### src/rtl/serial_adder_pkg.sv
// serial_adder_pkg: shared types and constants for the bit-serial adder.
// Holds the FSM state encoding and the default operand width.

package serial_adder_pkg;

    localparam int DEFAULT_WIDTH = 8;

    typedef enum logic [1:0] {
        IDLE = 2'd0,
        RUN  = 2'd1,
        DONE = 2'd2
    } state_t;

endpackage

### src/rtl/serial_adder_full_adder.sv
// full_adder: one-bit full adder built from two half-adder cells and an OR.
// half_adder is the gate-level cell whose sum/carry behaviour the serial
// adder uses as its per-bit datapath.

module half_adder (
    input  logic i_a,
    input  logic i_b,
    output logic o_s,
    output logic o_c
);

    assign o_s = i_a ^ i_b;
    assign o_c = i_a & i_b;

endmodule

module full_adder (
    input  logic i_a,
    input  logic i_b,
    input  logic i_c,
    output logic o_s,
    output logic o_c
);

    logic w_s0;
    logic w_c0;
    logic w_c1;

    // First cell adds the operand bits, second folds in the carry.
    half_adder u_ha0 (
        .i_a (i_a),
        .i_b (i_b),
        .o_s (w_s0),
        .o_c (w_c0)
    );

    half_adder u_ha1 (
        .i_a (w_s0),
        .i_b (i_c),
        .o_s (o_s),
        .o_c (w_c1)
    );

    // Both half-adder carries can never be high together, so OR gives majority.
    assign o_c = w_c0 | w_c1;

endmodule

### src/rtl/serial_adder.sv
// serial_adder: bit-serial LSB-first adder of two WIDTH-bit operands.
// One full-adder stage plus a carry flip-flop iterated over WIDTH cycles,
// with a start/done handshake. Result and carry-out are registered and
// only change when an operation completes.
// Optional macro SERIAL_ADDER_SUB_EN adds a 'sub' port that turns the
// operation into a - b (two's complement; cout=1 means no borrow).

module serial_adder
    import serial_adder_pkg::*;
#(
    parameter int WIDTH = DEFAULT_WIDTH
) (
    input  logic             clk,
    input  logic             rst_n,
    input  logic             start,
    input  logic [WIDTH-1:0] a,
    input  logic [WIDTH-1:0] b,
`ifdef SERIAL_ADDER_SUB_EN
    input  logic             sub,
`endif
    output logic             busy,
    output logic             done,
    output logic [WIDTH-1:0] sum,
    output logic             cout
);

    localparam int CNT_W = $clog2(WIDTH);
    localparam logic [CNT_W-1:0] LAST_CNT = CNT_W'(WIDTH - 1);

    state_t           r_state;
    state_t           w_next;

    logic [WIDTH-1:0] r_a_sr;
    logic [WIDTH-1:0] r_b_sr;
    logic [WIDTH-1:0] r_res_sr;
    logic             r_c;
    logic [CNT_W-1:0] r_cnt;

    logic             w_load;
    logic             w_last;
    logic             w_fa_s;
    logic             w_fa_c;
    logic [WIDTH-1:0] w_res_final;
    logic [WIDTH-1:0] w_b_load;
    logic             w_c_init;

    // A request is only taken when no operation is in flight.
    assign w_load = start && (r_state != RUN);
    assign w_last = (r_state == RUN) && (r_cnt == LAST_CNT);

`ifdef SERIAL_ADDER_SUB_EN
    // Subtraction: add the inverted B with an initial carry of one.
    assign w_b_load = sub ? ~b : b;
    assign w_c_init = sub;
`else
    assign w_b_load = b;
    assign w_c_init = 1'b0;
`endif

    full_adder u_fa (
        .i_a (r_a_sr[0]),
        .i_b (r_b_sr[0]),
        .i_c (r_c),
        .o_s (w_fa_s),
        .o_c (w_fa_c)
    );

    // Result including the bit produced on this edge, used on the final edge.
    assign w_res_final = {w_fa_s, {(WIDTH-1){1'b0}}} | (r_res_sr >> 1);

    // State register.
    always_ff @(posedge clk) begin
        if (!rst_n) begin
            r_state <= IDLE;
        end else begin
            r_state <= w_next;
        end
    end

    // Next-state logic: DONE can reload directly so back-to-back has no bubble.
    always_comb begin
        w_next = r_state;
        case (r_state)
            IDLE:    if (start) w_next = RUN;
            RUN:     if (w_last) w_next = DONE;
            DONE:    w_next = start ? RUN : IDLE;
            default: w_next = IDLE;
        endcase
    end

    // Outputs decoded purely from state, so no input-to-output path exists.
    always_comb begin
        busy = 1'b0;
        done = 1'b0;
        case (r_state)
            RUN:     busy = 1'b1;
            DONE:    done = 1'b1;
            default: ;
        endcase
    end

    // Operand shift registers, carry FF, partial result and bit counter.
    always_ff @(posedge clk) begin
        if (!rst_n) begin
            r_a_sr   <= '0;
            r_b_sr   <= '0;
            r_res_sr <= '0;
            r_c      <= 1'b0;
            r_cnt    <= '0;
        end else if (w_load) begin
            r_a_sr   <= a;
            r_b_sr   <= w_b_load;
            r_res_sr <= '0;
            r_c      <= w_c_init;
            r_cnt    <= '0;
        end else if (r_state == RUN) begin
            r_a_sr   <= r_a_sr >> 1;
            r_b_sr   <= r_b_sr >> 1;
            r_res_sr <= w_res_final;
            r_c      <= w_fa_c;
            r_cnt    <= r_cnt + 1'b1;
        end
    end

    // Visible result: updated only when an operation completes.
    always_ff @(posedge clk) begin
        if (!rst_n) begin
            sum  <= '0;
            cout <= 1'b0;
        end else if (w_last) begin
            sum  <= w_res_final;
            cout <= w_fa_c;
        end
    end

endmodule

### config.mk
export PLATFORM = sky130hd
export DESIGN_NAME = serial_adder
export DESIGN_NICKNAME = d
export VERILOG_FILES = /design/src/rtl/serial_adder_pkg.sv /design/src/rtl/serial_adder_full_adder.sv /design/src/rtl/serial_adder.sv
export SDC_FILE = /design/constraint.sdc
export NUM_CORES = 1
export LEC_CHECK = 0
export CORE_MARGIN = 3
export CORE_UTILIZATION = 50
export DETAILED_ROUTE_END_ITERATION = 16
export HOLD_SLACK_MARGIN = 0.1
export PLACE_DENSITY = 0.77
export SYNTH_ARGS = -nofsm -noshare
export SYNTH_HDL_FRONTEND = slang
export SYNTH_SLANG_ARGS = --single-unit
### constraint.sdc
create_clock -name clk -period 2.5 [get_ports clk]
set_input_delay 0.25 -clock clk [delete_from_list [all_inputs] [get_ports clk]]
set_output_delay 0.25 -clock clk [all_outputs]
set_load 0.005 [all_outputs]
==> Yosys cells after proc, flatten, opt, wreduce, memory -nomap -nowiden <==
Index checks and enable logic that the tools add are counted.
{ "op_classes": {"addsub": 1, "eq_ne": 6, "muxes": 10, "bitwise": 7, "n_reduce_logical": 6} }
{ "ops": {"columns": ["cell", "n"], "rows": [
  ["$mux W8", 4],
  ["$or A8 B7 Y8", 1],
  ["$pmux W2 S3", 1],
  ["$mux W2", 2],
  ["$ne A2 B2 Y1 const B", 2],
  ["$add A3 B1 Y3 const B", 1],
  ["$eq A3 B3 Y1 const B", 1],
  ["$mux W1", 3],
  ["$and A1 B1 Y1", 2],
  ["$eq A2 B1 Y1 const B", 1],
  ["$eq A2 B2 Y1 const B", 1],
  ["$logic_and A1 B1 Y1", 2],
  ["$logic_not A2 Y1", 1],
  ["$ne A2 B1 Y1 const B", 1],
  ["$reduce_and A2 Y1", 1],
  ["$reduce_bool A2 Y1", 1],
  ["$reduce_or A2 Y1", 1],
  ["$xor A1 B1 Y1", 2],
  ["$not A1 Y1", 1],
  ["$or A1 B1 Y1", 1]
]} }
{ "totals": {"reg_bits": 39, "inputBits": 19, "output_inout_bits": 11, "wordCells": 38} }

==> Longest topological paths before layout <==
{ "depth": {"word_depth": 4, "ltp_mapped": 6, "mapped_depth_nobuf": 5} }

==> Modules after synthesis <==
Synthesis repeated with hierarchy kept, for this count alone.
{ "hier_totals": {"hier_cells": 187, "area_unflattened_um2": 1574.0} }
{ "modules_own_cells": {"columns": ["module", "n_inst", "cells_per_inst", "area_per_inst_um2", "seq_area_each_um2"], "rows": [
  ["serial_adder", 1, 184, 1542.7, 760.7],
  ["half_adder", 2, 1, 12.5, 0.0],
  ["full_adder", 1, 1, 6.3, 0.0]
]} }

==> Worst setup path after synthesis <==
OpenSTA, ideal clock, no wires.
{ "synth_path": {"kind": "reg-to-reg", "startpoint": "reg r_cnt[0]", "endpoint": "reg r_state[1]", "setup_time_ps": 115, "arrival_time_ps": 1131, "required_time_ps": 2385, "slack_ps": 1254, "path_stages_with_launch": 6, "path_buffers": 1, "synth_period_minus_slack_ps": 1246, "path_cell_list": "dfxtp_1 ha_1 ha_1 and3b_1 buf_2 and2_1"} }
{ "synth_between": {"elab_chain_cells": 4} }
{ "synth_rtl": {"columns": ["item", "line", "rtl"], "rows": [
  ["start: declaration", "serial_adder.sv:37", "logic [CNT_W-1:0] r_cnt;"],
  ["start signal: assignment", "serial_adder.sv:121", "r_cnt <= r_cnt + 1'b1;"],
  ["$eq A3 B3 Y1", "serial_adder.sv:49", "assign w_last = (r_state == RUN) && (r_cnt == LAST_CNT);"],
  ["$logic_and A1 B1 Y1", "serial_adder.sv:49", null],
  ["$ne A2 B2 Y1 (no source line)", null, null],
  ["$reduce_and A2 Y1 (no source line)", null, null],
  ["end signal: assignment", "serial_adder.sv:76", "r_state <= w_next;"],
  ["end: declaration", "serial_adder.sv:30", "state_t r_state;"]
]} }
Every way passes these cells.
A chain may end at the register's enable or synchronous reset.

==> Worst setup path in the final report <==
{ "layout_path": {"startpoint": "reg r_state[1]", "endpoint": "out busy"} }
{ "layout_between": {"elab_chain_cells": 2} }
{ "layout_rtl": {"columns": ["item", "line", "rtl"], "rows": [
  ["$eq A2 B1 Y1", "serial_adder.sv:95", "case (r_state)"],
  ["$mux W1", "serial_adder.sv:95", null],
  ["end: declaration", "serial_adder.sv:21", "output logic busy,"]
]} }
Every way passes these cells.

==> metrics.cfg <==
[clocking]
numCtsBuffers = 5
cts.root.buffer_cell = clkbuf_4
cts.clk_slew.worst_paths_ns = 0.11
clock_sinks = 38
clk_latency_ns = 0.35
cts_setup_buffers = 0
postCtsHoldBufs = 0
post_cts_resized = 0
cts_tree = yes
cts-htree-levels = 2
clock_path_buffers = 2

[worst_setup_path]
required_ns = 2.25
cpMaxStageDelayCell = clkdlybuf4s50_1
rr_worst_depth = 4
slowest_delay_ns = 0.52
cp-start-kind = flip-flop
crit_fanout = 27
crit_family = buffers and inverters
reg2reg_slack_ns = 0.98
path_cells = nand2b_1 -> inv_8 -> clkdlybuf4s50_1
end_kind = output port
r2r_end = r_cnt[0]$_SDFFE_PP0N_
crit_type = flip-flop to output port
reg2reg_from = r_state[1]$_SDFFE_PN0P_
critical_path_arrival_ns = 1.63
cp.buffers_inverters = 2

[sta]
period_minus_slack_ns = 1.88
relSlewSlack_pct = 55.2
finalMaxSlewViolations = 0
fin_hold_ws_ns = 0.444
rsz0062_at_grt = false
timing.fmax_mhz = 532
setup_tns_ns = 0
period_share_pct = 75.2
finalHoldViolCount = 0
worst_clock_skew_ns = 0.00916
setup_violations = 0
tightest_slew_ns = 0.672

[worst_hold_path]
hold_depth = 3
hold_start = b[3]
hold-path-endpoint = r_b_sr[3]$_SDFFE_PN0P_
hp-class = input pin to flip-flop

[floorplanning]
die_area_um2 = 3830
start_util_pct = 54.7
rows = 19
core_area_um2 = 2850
die_w_um = 61.9
die_h_um = 61.9
io_pins = 30

[placed_design]
dp_hpwl_mm = 2.18
gp_congestion = 0.774
port_buffers = 29

[global_routing]
first_global_vias = 1264
antenna_found_initial = 0
grt_pass1_wl_mm = 5.13
grt_max_degree = 28
grt-ovfl-total = 0
globalRouteTotalUtil_pct = 18.0

[synthesis]
yosysUniqueCellTypes = 26
avgSynthCellArea_um2 = 8.43
synth_nets = 207
ys_seq_area_share_pct = 48.8
syn_area_um2 = 1560
ys_warn_count = 0
netlist_instances = 185
ys.flop_type = dfxtp_1
postSynth.asyncResetShare_pct = 0
synth_edf_count = 0
synth-seq-cells = 38

[run_status]
status = finished, final reports clean

[layout]
final_layout_size_suffix_gt1_share_pct = 10.9
diodes = 0
area_delta_synth_final_pct = 21.5
nets = 232
final_common_cell = nand2_1
final_cell_mix = 44 x nand2_1, 38 x dfxtp_1, 29 x a21oi_1, 29 x clkdlybuf4s50_1, 18 x nand3_1

[detailed_routing]
drtIter0Drc = 43
drc_errors = 0
first_pass_iters = 4
final_antenna_net_count = 0
wl_per_cell_um = 12.6
vias = 1358
wl_mm = 3.05
vias_per_cell = 5.61

[flow_run]
drv_cap = 0

[pwr]
ir_drop_v = 0.000528
total_power_w = 0.00119
cellLeakagePower_nw = 0.737
power_density_nw_per_um2 = 626

per-stage QoR:
step	instances	cell area, um^2	setup slack (ns)	util (%)
after floorplan	185	1560	1.25	-
after global placement	234	1820	0.828	63.7
after detailed placement	234	1820	0.774	63.7
after CTS	242	1900	0.598	66.4
after global routing	242	1900	0.496	66.4
final	242	1900	0.619	66.4
per-layer routing:
metal / GRT usage, % / part of all wire [%] / up-vias
met1: 20.0 / 44 / 632
met2: 30.6 / 47 / 43
li1: - / - / 674
met5: 0 / 0 / -
met3: 6.82 / 6.9 / 9
met4: 7.88 / 2.3 / 0
cell usage after synthesis (2+ instances only):
library cell	instances	share of area (%)
buf_2	5	1.6
o21ai_0	14	4.5
nor2_1	3	0.72
dfxtp_1	38	49
buf_6	4	2.9
a21oi_2	9	5.1
mux2i_1	2	1.3
clkbuf_1	2	0.48
a21oi_1	29	9.3
nand2_1	44	11
nand3_1	18	5.8
and2_1	2	0.80
ha_1	2	1.6
layout make-up:
| class | count | area (um^2) |
|---|---|---|
| inverters | 2 | 15.0 |
| clock buffers | 5 | 37.5 |
| well taps | 31 | 38.8 |
| clock inverters | 3 | 40.0 |
| flip-flops and latches | 38 | 761 |
| repair buffers | 32 | 313 |
| fillers | 261 | 957 |
| multi-input cells | 131 | 691 |
flip-flops by register name, summed over array words and instances, names as in the netlist:
register	flops
r_cnt	3
r_b_sr	8
sum	8
cout	1
r_a_sr	8
r_res_sr	7
r_state	2
r_c	1
power breakdown:
part | internal, W | total, W | switching (W) | leakage (nW)
clock | 0.000207 | 0.000408 | 0.000201 | 0.0450
combinational | 0.0000598 | 0.000132 | 0.0000722 | 0.382
sequential | 0.000632 | 0.000647 | 0.0000154 | 0.310
total | 0.000899 | 0.00119 | 0.000289 | 0.737
kinds of logic (layout without fill, tap and decap cells):
| group | count (synthesis) | after routing | share of synthesized area, % |
|---|---|---|---|
| XOR/XNOR | 1 | 1 | 0.561 |
| multiplexers | 2 | 2 | 1.28 |
| adder cells (fa/ha/maj) | 3 | 3 | 2.89 |
| AO/OA/AOI/OAI | 54 | 54 | 19.8 |
| flip-flops | 38 | 38 | 48.8 |
| buffers and inverters | 16 | 42 | 6.98 |
| AND/OR/NAND/NOR | 71 | 71 | 19.7 |
worst reg2reg max path: cells and delay by family (launching register included):
kind                   cells  cell delay, ns
AO/OA/AOI/OAI              1            0.55
flip-flops                 1            0.37
buffers and inverters      1            0.12
AND/OR/NAND/NOR            2            0.34
how the worst max path moves through the flow:
stage                             from                 endpoint  slack (ns)  depth (start not counted)
2_1_floorplan    r_cnt[0]$_SDFFE_PP0N_  r_state[1]$_SDFFE_PN0P_        1.25                          5
3_3_place_gp                     rst_n   r_b_sr[5]$_SDFFE_PN0P_        0.83                          4
3_5_place_dp                     rst_n   r_b_sr[0]$_SDFFE_PN0P_        0.77                          4
4_1_cts        r_state[0]$_SDFFE_PN0P_                     busy        0.60                          3
5_1_grt        r_state[0]$_SDFFE_PN0P_                     busy        0.50                          3
6_report       r_state[1]$_SDFFE_PN0P_                     busy        0.62                          3
(Power assumes the default switching activity.)
==> patch 1, RTL diff (same flow settings) <==
Change the package constant `DEFAULT_WIDTH` from 8 to 32.
--- a/src/rtl/serial_adder_pkg.sv
+++ b/src/rtl/serial_adder_pkg.sv
@@ -5,3 +5,3 @@
 
-    localparam int DEFAULT_WIDTH = 8;
+    localparam int DEFAULT_WIDTH = 32;
 
Ports: changed (resized a, b and sum); port bits go from 30 to 102. No check against the original RTL was run, so the function may have changed too.
==> patch 1 against the unedited design <==
Total power rose to 4.4 times the old value; worst setup slack got worse by 0.43 ns; area after synthesis grew to 3.5 times the old value; routed wire length grew to 3.6 times the old value; first-iteration DRC count rose to 4.1 times the old value; final area increased to 3.7 times the old value; sequential cell count rose by 98; combinational power grew to 3.8 times the old value; largest cell class unchanged.
==> patch 1: results (changes against the unedited design) <==
status complete, no violations; syn nets 603 (+190%); Hold WC Path Type in -> reg; CP startpoint r_state[0]; Post-Synth XOR/XNOR Area 0.322% (-0.24 points); Synth Area in Adders 0.828% (-2.1 points); Final HPWL DP 7.01 mm (+220%); max_slew headroom 22.6% (-33 points); register area share after synthesis 50.0% (+1.3 points); clk_lat worst skew 0.50 ns (+0.15 ns); complex-gate fraction of the synthesized area 20.6% (+0.77 points); Post-Route Skew 0.00600 ns (-0.00316 ns); Worst Path Max Fanout 22 (-19%); initial antenna violation count 0 (unchanged); Fill cells 845 (+220%); synth warn 0 (unchanged); Finished Core Util 66.5% (about the same); top cells by area, synth dfxtp_1 (50%), mux2i_1 (12%), o211a_1 (11%); worst r2r src r_cnt[0]; Placer Congestion 0.736 (-4.9%); Total Wirelength 10.9 mm (+260%); H-tree depth 4 (+2); routed len/inst 14.3 um (+14%); vias 4,074 (+200%); PortBufs 101 (+250%); FF-to-FF setup slack 0.27 ns (-0.71 ns); Clk pin slew, worst setup/hold paths 0.06 ns (-0.05 ns); async set-reset flop share out of synthesis 0% (unchanged); HP Start rst_n; First DRT Iteration DRCs 178 (+310%); Distinct cells, synth 30 (+15%); first-pass GRT wire length 17.7 mm (+240%); pre-CTS WS 0.282 ns (-0.491 ns); cts bufs inserted 17 (+12); maximum vdd ir drop 0.000565 V (+7.1%); placed insts 730 (+210%); Worst path max stage delay 0.54 ns (+0.02 ns); Leakage Power 3.29 nW (+350%); share of layout cells above drive strength 1 6.72% (-4.2 points); Largest regs r_a_sr (32), r_b_sr (32), sum (32); vias in the first global route 3,859 (+210%); first-pass detailed-route iteration total 4 (unchanged); # diodes 0 (unchanged); crit path DAT 2.06 ns (+0.43 ns); Hold WS 0.137 ns (-0.306 ns); Root Buffer clkbuf_8; largest net degree at the start of global routing 164 (+490%); fin crit share 92.5% (+17 points); sw power 1.24 mW (+330%); DP Area 6380 sq um (+250%); Max Buffers Root-to-Sink 2 (unchanged); Final nets 683 (+190%); Post-Synthesis Cells 533 (+190%); post-synthesis mux area share 11.8% (+10 points); Synth top cells by count dfxtp_1 (136), nand2_1 (131), mux2i_1 (64); Total GRT Usage 18.4% (+0.35 points)
patch 1: cell count changes after synthesis, sizes merged, moves of 3 or more:
cell | before | now
mux2i | 2 | 64
a22o | 0 | 32
dfxtp | 38 | 136
a21oi | 38 | 35
clkbuf | 3 | 7
buf | 11 | 39
o21ai | 15 | 3
nand3 | 18 | 2
nand2 | 44 | 131
o211a | 0 | 62
patch 1: routing by layer:
metal | wire length, um | GRT usage [%] | vias to the layer above
li1 | - | - | 2046
met1 | 4890 | 22.6 | 1930
met2 | 5310 | 30.8 | 92
met3 | 637 | 6.41 | 6
met4 | 70 | 4.75 | 0
met5 | 0 | 0 | -
patch 1: final cells by class:
| class | instances | area [sq um] | share of cell area, % |
|---|---|---|---|
| inverter | 3 | 12.5 | 0.180 |
| multi-input combinational | 348 | 2390 | 34.4 |
| timing repair buffer | 107 | 1090 | 15.6 |
| clock buffer | 19 | 432 | 6.21 |
| clock inverter | 12 | 141 | 2.03 |
| sequential | 136 | 2720 | 39.1 |
| tap | 136 | 170 | 2.45 |
patch 1: worst paths after layout:
path	endpoint	cells after the start
setup reg to reg	sum[9]	5
hold reg to reg	r_res_sr[1]	2
hold / removal	r_b_sr[6]	2
setup / recovery	busy	4
patch 1: logic make-up (layout without fill, tap and decap cells):
family,count (synthesis),after routing
simple gates,144,144
mux,64,64
flops,136,136
buf+inv,49,141
fa+ha+maj,3,3
compound gates,135,135
xor+xnor,2,2
patch 1: critical path: cells and delay by family, from the launching register on:
kind / cells / cell delay (ns)
buffers and inverters: 3 / 1.05
flip-flops: 1 / 0.42
AND/OR/NAND/NOR: 1 / 0.09
patch 1: timing repair:
item / in CTS / in global routing
gates resized for setup: 0 / 1
hold endpoints to repair: 0 / 0
setup endpoints to repair: 0 / 1
hold buffers: 0 / 0
setup buffers: 0 / 0
patch 1: power by group through the flow:
stage | clock (mW) | combinational [mW] | sequential, mW
floorplan | 0 | 0.363 | 2.36
finish | 2.40 | 0.502 | 2.33
global placement | 0 | 0.481 | 2.37
detailed placement | 0 | 0.501 | 2.38
CTS | 2.43 | 0.506 | 2.33
global route | 2.55 | 0.556 | 2.34
==> patch 2, RTL diff (same settings) <==
Without the edit above. Make the reset (`rst_n`) asynchronous in 3 clocked blocks.
--- a/src/rtl/serial_adder.sv
+++ b/src/rtl/serial_adder.sv
@@ -71,3 +71,3 @@
     // State register.
-    always_ff @(posedge clk) begin
+    always_ff @(posedge clk or negedge rst_n) begin
         if (!rst_n) begin
@@ -102,3 +102,3 @@
     // Operand shift registers, carry FF, partial result and bit counter.
-    always_ff @(posedge clk) begin
+    always_ff @(posedge clk or negedge rst_n) begin
         if (!rst_n) begin
@@ -125,3 +125,3 @@
     // Visible result: updated only when an operation completes.
-    always_ff @(posedge clk) begin
+    always_ff @(posedge clk or negedge rst_n) begin
         if (!rst_n) begin
Behaviour: differs if rst_n is asserted again (counterexample within 4 cycles, from zero or initial values and one cycle with rst_n low); with rst_n held inactive, the same outputs for 10 cycles.
==> patch 2 against the unedited design <==
Die area rose by 13%; routed wire length decreased by 4.3%; final area rose by 13%; worst setup slack improved by 0.075 ns; global-route usage down 2.1 points; register-to-register slack worse by 0.18 ns; area after synthesis rose by 14%; first-iteration DRC count rose by 12%; sequential cell count stayed put; largest cell class unchanged.
Power is not compared: it rests on default switching activity, and its combinational part moved more than twofold at a synthesized area within 25%.
==> patch 2: results (changes against the unedited design) <==
Distinct cells, synth 16 (-38%); first-pass GRT wire length 5.00 mm (-2.7%); max_slew headroom 44.6% (-11 points); vias 1,000 (-26%); syn nets 140 (-32%); Placer Congestion 0.654 (-16%); most common flop cell mapped by yosys dfrtp_1; Total GRT Usage 15.9% (-2.1 points); largest net degree at the start of global routing 39 (+39%); share of layout cells above drive strength 1 37.7% (+27 points); routed len/inst 14.8 um (+18%); vias in the first global route 1,065 (-16%); register area share after synthesis 53.4% (+4.6 points); Post-Synth XOR/XNOR Area 0% (-0.56 points); Synth top cells by count dfrtp_1 (38), mux2_2 (35), mux2_4 (12); Fill cells 268 (+2.7%); Final HPWL DP 1.95 mm (-11%); async set-reset flop share out of synthesis 100% (+100 points); top cells by area, synth dfrtp_1 (53%), mux2_2 (22%), mux2_4 (10%); hold buffer count at cts 1 (+1); post-synthesis mux area share 33.9% (+33 points); status complete, no violations; Post-Synthesis Cells 118 (-36%); DP Area 2080 sq um (+14%); Post-Route Skew 0.00675 ns (-0.00241 ns); crit path DAT 1.56 ns (-0.07 ns)
## patch 2: through the flow
step	setup slack (ns)	utilization [%]
detailed placement	0.676	61.2
CTS	0.671	63.3
floorplan	1.03	-
global route	0.607	63.3
finish	0.694	63.3
global placement	0.716	61.2
## patch 2: worst paths after layout
path                             end  slack [ns]       start  cells past startpoint
max                             busy        0.69  r_state[1]                      3
max reg2reg                   sum[6]        0.80    r_cnt[0]                      4
max in group asynchronous  r_a_sr[3]        1.45       rst_n                      2
min reg2reg                 r_cnt[0]        0.50    r_cnt[0]                      1
min                         r_cnt[0]        0.50    r_cnt[0]                      1
min in group asynchronous     sum[7]        0.53       rst_n                      2
## patch 2: logic make-up after synthesis
group	Yosys count
buf+inv	10
compound gates	1
simple gates	16
mux	50
fa+ha+maj	3
flops	38
## patch 2: worst max-delay path, stage by stage (launching register included)
cell and delay [ns]:
dfrtp_1 0.41, nand2b_1 0.18, inv_1 0.11, clkdlybuf4s50_1 0.51
## patch 2: power by group
part	leakage (nW)	internal, mW	switching [mW]
Clock	0.0353	0.136	0.192
Sequential	0.487	0.879	0.157
Combinational	0.491	0.614	0.307
## patch 2: layout make-up
type | instances | area (sq um) | share of cell area [%]
flip-flops and latches | 38 | 951 | 44.3
multi-input cells | 70 | 756 | 35.2
repair buffers | 32 | 310 | 14.5
well taps | 46 | 57.6 | 2.68
clock buffers | 7 | 55.1 | 2.57
inverters | 3 | 11.3 | 0.525
clock inverters | 1 | 5.00 | 0.233
## patch 2: per-layer routing
metal  vias up  part of all wire [%]  global-route usage, %
li1        467                     -                      -
met1       505                    43                   19.3
met2        22                    50                   25.3
met3         6                   4.3                   4.10
met4         0                   2.8                   9.33
met5         -                     0                      0
